`src/rtl/cell_addr_to_coord.sv`:
```
// Converts a flat board cell address into (x, y) = (addr / BOARD_N, addr % BOARD_N)
// by repeated subtraction; out-of-board addresses are reported through out_oob.
module cell_addr_to_coord #(
    parameter int unsigned BOARD_N = 6,
    parameter int unsigned ADDR_W  = 6,
    parameter int unsigned COORD_W = 3
) (
    input  logic               clk,
    input  logic               rst,
    input  logic               in_valid,
    output logic               in_ready,
    input  logic [ADDR_W-1:0]  in_addr,
    output logic               out_valid,
    input  logic               out_ready,
    output logic [COORD_W-1:0] out_x,
    output logic [COORD_W-1:0] out_y,
    output logic               out_oob
);

    localparam int unsigned CELLS = BOARD_N * BOARD_N;
    // One extra bit so the cell count itself never truncates at ADDR_W
    localparam logic [ADDR_W:0]   CELLS_W = (ADDR_W + 1)'(CELLS);
    localparam logic [ADDR_W-1:0] DIVISOR = ADDR_W'(BOARD_N);

    typedef enum logic [1:0] {
        IDLE,
        DIV,
        DONE
    } state_t;

    state_t               state, state_d;
    logic [ADDR_W-1:0]    rem, rem_d;
    logic [COORD_W-1:0]   quo, quo_d;
    logic                 oob, oob_d;
    logic                 out_valid_d;
    logic [COORD_W-1:0]   out_x_d, out_y_d;
    logic                 out_oob_d;

    assign in_ready = (state == IDLE) && !rst;

    // State, datapath and output registers
    always_ff @(posedge clk) begin
        if (rst) begin
            state     <= IDLE;
            rem       <= '0;
            quo       <= '0;
            oob       <= 1'b0;
            out_valid <= 1'b0;
            out_x     <= '0;
            out_y     <= '0;
            out_oob   <= 1'b0;
        end else begin
            state     <= state_d;
            rem       <= rem_d;
            quo       <= quo_d;
            oob       <= oob_d;
            out_valid <= out_valid_d;
            out_x     <= out_x_d;
            out_y     <= out_y_d;
            out_oob   <= out_oob_d;
        end
    end

    // Next-state and next-register values
    always_comb begin
        state_d     = state;
        rem_d       = rem;
        quo_d       = quo;
        oob_d       = oob;
        out_valid_d = out_valid;
        out_x_d     = out_x;
        out_y_d     = out_y;
        out_oob_d   = out_oob;

        case (state)
            IDLE: begin
                if (in_valid) begin
                    rem_d   = in_addr;
                    quo_d   = '0;
                    oob_d   = ({1'b0, in_addr} >= CELLS_W);
                    state_d = DIV;
                end
            end
            DIV: begin
                if (oob) begin
                    out_x_d     = '0;
                    out_y_d     = '0;
                    out_oob_d   = 1'b1;
                    out_valid_d = 1'b1;
                    state_d     = DONE;
                end else if (rem >= DIVISOR) begin
                    rem_d = rem - DIVISOR;
                    quo_d = quo + COORD_W'(1);
                end else begin
                    // rem < BOARD_N here, so the narrowing keeps every set bit
                    out_x_d     = quo;
                    out_y_d     = rem[COORD_W-1:0];
                    out_oob_d   = 1'b0;
                    out_valid_d = 1'b1;
                    state_d     = DONE;
                end
            end
            DONE: begin
                if (out_ready) begin
                    out_valid_d = 1'b0;
                    state_d     = IDLE;
                end
            end
            default: begin
                state_d = IDLE;
            end
        endcase
    end

endmodule

```
`config.mk`:
```
export PLATFORM = sky130hd
export DESIGN_NAME = cell_addr_to_coord
export DESIGN_NICKNAME = d
export VERILOG_FILES = /design/src/rtl/cell_addr_to_coord.sv
export SDC_FILE = /design/constraint.sdc
export NUM_CORES = 1
export LEC_CHECK = 0
export CORE_MARGIN = 2
export CORE_UTILIZATION = 45
export CTS_CLUSTER_SIZE = 10
export DETAILED_ROUTE_END_ITERATION = 10
export PLACE_DENSITY = 0.7
export SYNTH_ARGS = -nofsm -noshare
export SYNTH_HDL_FRONTEND = slang
export SYNTH_SLANG_ARGS = --single-unit
```
`constraint.sdc`:
```
create_clock -name clk -period 2.9 [get_ports clk]
set_clock_uncertainty 0.05 [all_clocks]
set_input_delay 0.29 -clock clk [delete_from_list [all_inputs] [get_ports clk]]
set_output_delay 0.29 -clock clk [all_outputs]
set_load 0.02 [all_outputs]
```
# Word-level counts from Yosys, hierarchy flattened
# Cells that the tools add are included.
# op_classes
multipliers	0
n_div	0
reduce_logical	10
addsub	2
bitwise	0
n_shift	0
order_cmp	2
eq_ne	8
muxes	23
# ops
operator	count
$mux 3	7
$mux 6	3
$pmux 6 s2	1
$ne 2x2->1 const B	5
$mux 2	4
$ge 6x3->1 const B	1
$ge 6x6->1 const B	1
$pmux 2 s3	1
$pmux 3 s2	1
$reduce_and 3->1	2
$sub 6x3->6 const B	1
$mux 1	5
$reduce_and 2->1	2
$reduce_and 4->1	1
$reduce_bool 2->1	2
$add 3x1->3 const B	1
$ne 3x3->1 const B	1
$eq 2x1->1 const B	1
$eq 2x2->1 const B	1
$logic_not 2->1	1
$pmux 1 s2	1
$logic_and 1x1->1	1
$logic_not 1->1	1
# totals
input_bits	10
mem_bits_ro	0
word_cells	53
out_inout_bits	9
mem_bits_rw	0
ff_bits	20
memories	0
latch_bits	0

# Longest topological paths before layout
# depth
ltp_word	4
mapped_depth	5

# Worst setup path before layout
# OpenSTA, ideal clock, no wires.
# synth_timing
path_type	register to register
startpoint	reg state[1]
endpoint	reg rem[3]
t_required_ns	2.776
path_buffers	2
arrival_ns	1.537
period_less_slack_ns	1.662
stages_incl_launch_ff	6
slack_ns	1.238
path_cell_list	dfxtp_1 > buf_6 > or3b_4 > buf_6 > or4_1 > a31oi_1
# synth_between
elab_chain_cells	3
word_cells_on_any_way	8
# synth_rtl
element	line_no	source
start, declared	31	state_t state, state_d;
start signal, assigned	53	state <= state_d;
$eq 2x1->1 / $logic_not 2->1 (equally long branches)	75	case (state)
$ne 2x2->1 (no line) / $reduce_bool 2->1 (equally long branches)	--	
$reduce_and 4->1 (no line)	--	
end signal, assigned	54	rem <= rem_d;
end, declared	32	logic [ADDR_W-1:0] rem, rem_d;
# Several ways; a longest one is shown, not always the timed one.
# A chain may end at the register's enable or synchronous reset.

# Worst setup path after layout
# layout_timing
startpoint	reg state[1]
endpoint	out in_ready
# layout_between
elab_chain_cells	2
# layout_rtl
element	line_no	source
$logic_not 2->1	39	assign in_ready = (state == IDLE) && !rst;
$logic_and 1x1->1	39	
end, declared	11	output logic in_ready,
# No other way between the ends.

==> out/qor.yml <==
status: "finished clean"
io_pins: 19
synth_cell_types: 35
initial_utilization_pct: 48.1
synth-seq-cells: 20
cts.repair.resized: 0
dr.pass1.iters: 4
track_usage_pct: 19.4
peakVddDrop_v: 0.000445
netlist_instances: 101
final_cells: 145
worst_hold_path.num_cells: 2
clk_pin_slew_ns: 0.12
setup_viol: 0
port_buffers: 18
cap_violations: 0
dp_slack_ns: 0.927
synth_flop_cell: "dfxtp_1"
ys_top_cells_by_count: "20 x dfxtp_1, 10 x nand2_1"
grt_max_degree: 21
hp-start: "out_valid"
worstPathRequired_ns: 2.56
drive_gt1_share_pct: 10.2
gp_congestion: 0.820
syn_area_um2: 953
p_leak_nw: 0.419
die_x_um: 50.0
fillers: 163
die_height_um: 50.0
holdBufCountCts: 0
synth_top_cell_by_area: "dfxtp_1"
postCtsSetupBuffers: 0
dp_hpwl_um: 1580
hold_viol: 0
via_count: 857
grt_pass1_wl_um: 3710
synth_warnings: 0
final_util_pct: 59.8
syn2layout_area_growth_pct: 24.4
cts_buffers: 3
powerDensity_mw_per_mm2: 572
cts_tree: "done"
synth_edf_count: 0
min_to: "out_valid"
worstSetupStartpointType: "flop"
synth_nets: 113
grt_pass1_vias: 789
row_count: 16
critical_path_class: "reg2out"
worst_r2r_path_depth: 3
avgRoutedWirePerCell_um: 15.1
synth_seq_area_share_pct: 42.0
seqCellArea_um2: 400
numClockSinks: 20
min_period_over_period_pct: 70.7
wirelength_um: 2200
antenna-diode-count: 0
avgSynthCellArea_um2: 9.44
synthArstFlopShare_pct: 0
clk_latency_ns: 0.31
reg2reg_slack_ns: 1.00
cts_buffer_depth: 2
crit_chain: "nor3_1 -> clkdlybuf4s50_1"
synth_most_common_cell: "dfxtp_1"
cp-end-kind: "primary output"
finalMaxSlewViolations: 0
holdCritPathClass: "reg2reg"
r2r-end: "out_y[1]"
rsz0062_at_grt: "no"
fmax_mhz: 487
numPlacedInstances: 141
multi_input_area_um2: 512
arrival_ns: 1.71
core_mm2: 0.00198
drtAntennaViolNets: 0
period_needed_ns: 2.05
dieArea_mm2: 0.00250
fin_nets: 131
antenna_found_initial: 0
avgViaCountPerCell: 5.91
gr-total-overflow: 0
synth_area_leaders: "dfxtp_1 42%, a22o_1 5.5%, nand2_1 3.9%"
synth_top_area_share_pct: 42.0
drc: 0
slowest_stage: "clkdlybuf4s50_1"
root_buffer: "clkbuf_4"
r2r-start: "state[0]"
maxSlewHeadroom_pct: 51.6
drt-initial-drc-count: 15
fin_tns_setup_ns: 0
hold_ws_ns: 0.419
worst_pin_slew_ns: 0.725
crit_fanout: 9
slowest_delay_ns: 0.66
htree_levels: 1
setup_ws_ns: 0.849
[flip-flops by register name, indices dropped and copies added, names as in the netlist]
register and flops:
oob 1, out_oob 1, out_valid 1, out_x 3, out_y 3, quo 3, rem 6, state 2
[cells by family (layout without fill, tap and decap cells)]
logic type,count (synthesis),count (layout),synth area share [%]
AOI/OAI and AO/OA,32,32,24.3
and+or+nand+nor,39,39,24.5
muxes,2,2,2.23
DFF,20,20,42.0
adders and majority gates,2,2,2.62
buffers and inverters,6,23,4.33
[worst max-delay path by stage]
stage / from / endpoint / depth (start not counted)
floorplan: state[1] / rem[3] / 5
global route: state[1] / in_ready / 2
global placement: rst / in_ready / 3
detailed placement: rst / in_ready / 3
CTS: state[1] / in_ready / 2
finish: state[1] / in_ready / 2
[area by class of cell]
type / instances / share of cell area (%)
Clock buffer: 3 / 1.90
Clock inverter: 1 / 2.53
Multi-Input combinational cell: 75 / 43.1
Sequential cell: 20 / 33.8
Tap cell: 27 / 2.85
Timing Repair Buffer: 19 / 15.8
[report_power, final]
group	switching (mW)	internal, mW
registers	0.0256	0.292
clock network	0.0908	0.140
logic	0.0717	0.0589
[layout by cell type (no fill, tap or decap), types with 2 or more instances in the layout]
cell              n
dfxtp_1          20
clkdlybuf4s50_1  18
nand2_1          10
a21oi_1           6
nor2_1            6
a22o_1            6
o21ai_0           6
o311ai_0          4
nand3b_1          3
a31oi_1           3
clkbuf_4          3
nor3_1            2
nor2b_1           2
nor3b_1           2
nand2b_1          2
a211oi_1          2
nand3_1           2
or4_1             2
ha_1              2
[layer usage]
| metal | track usage [%] | wire (µm) | share of wire (%) |
|---|---|---|---|
| met1 | 26.1 | 1060 | 48 |
| met2 | 30.7 | 1060 | 48 |
| met3 | 5.45 | 65 | 3.0 |
| met4 | 4.17 | 13 | 0.59 |
| met5 | 0 | 0 | 0 |
[worst max-delay path, delay by kind of cell (launching register included)]
kind	cells	cell delay (ns)
buffers and inverters	1	0.66
flip-flops	1	0.42
AND/OR/NAND/NOR	1	0.32
[per-stage QoR]
step	power [mW]	area, µm²
floorplan	0.408	953
global placement	0.450	1130
detailed placement	0.453	1130
CTS	0.679	1190
global route	0.709	1190
finish	0.679	1190
Note: power is estimated with default switching activity, not from simulation.
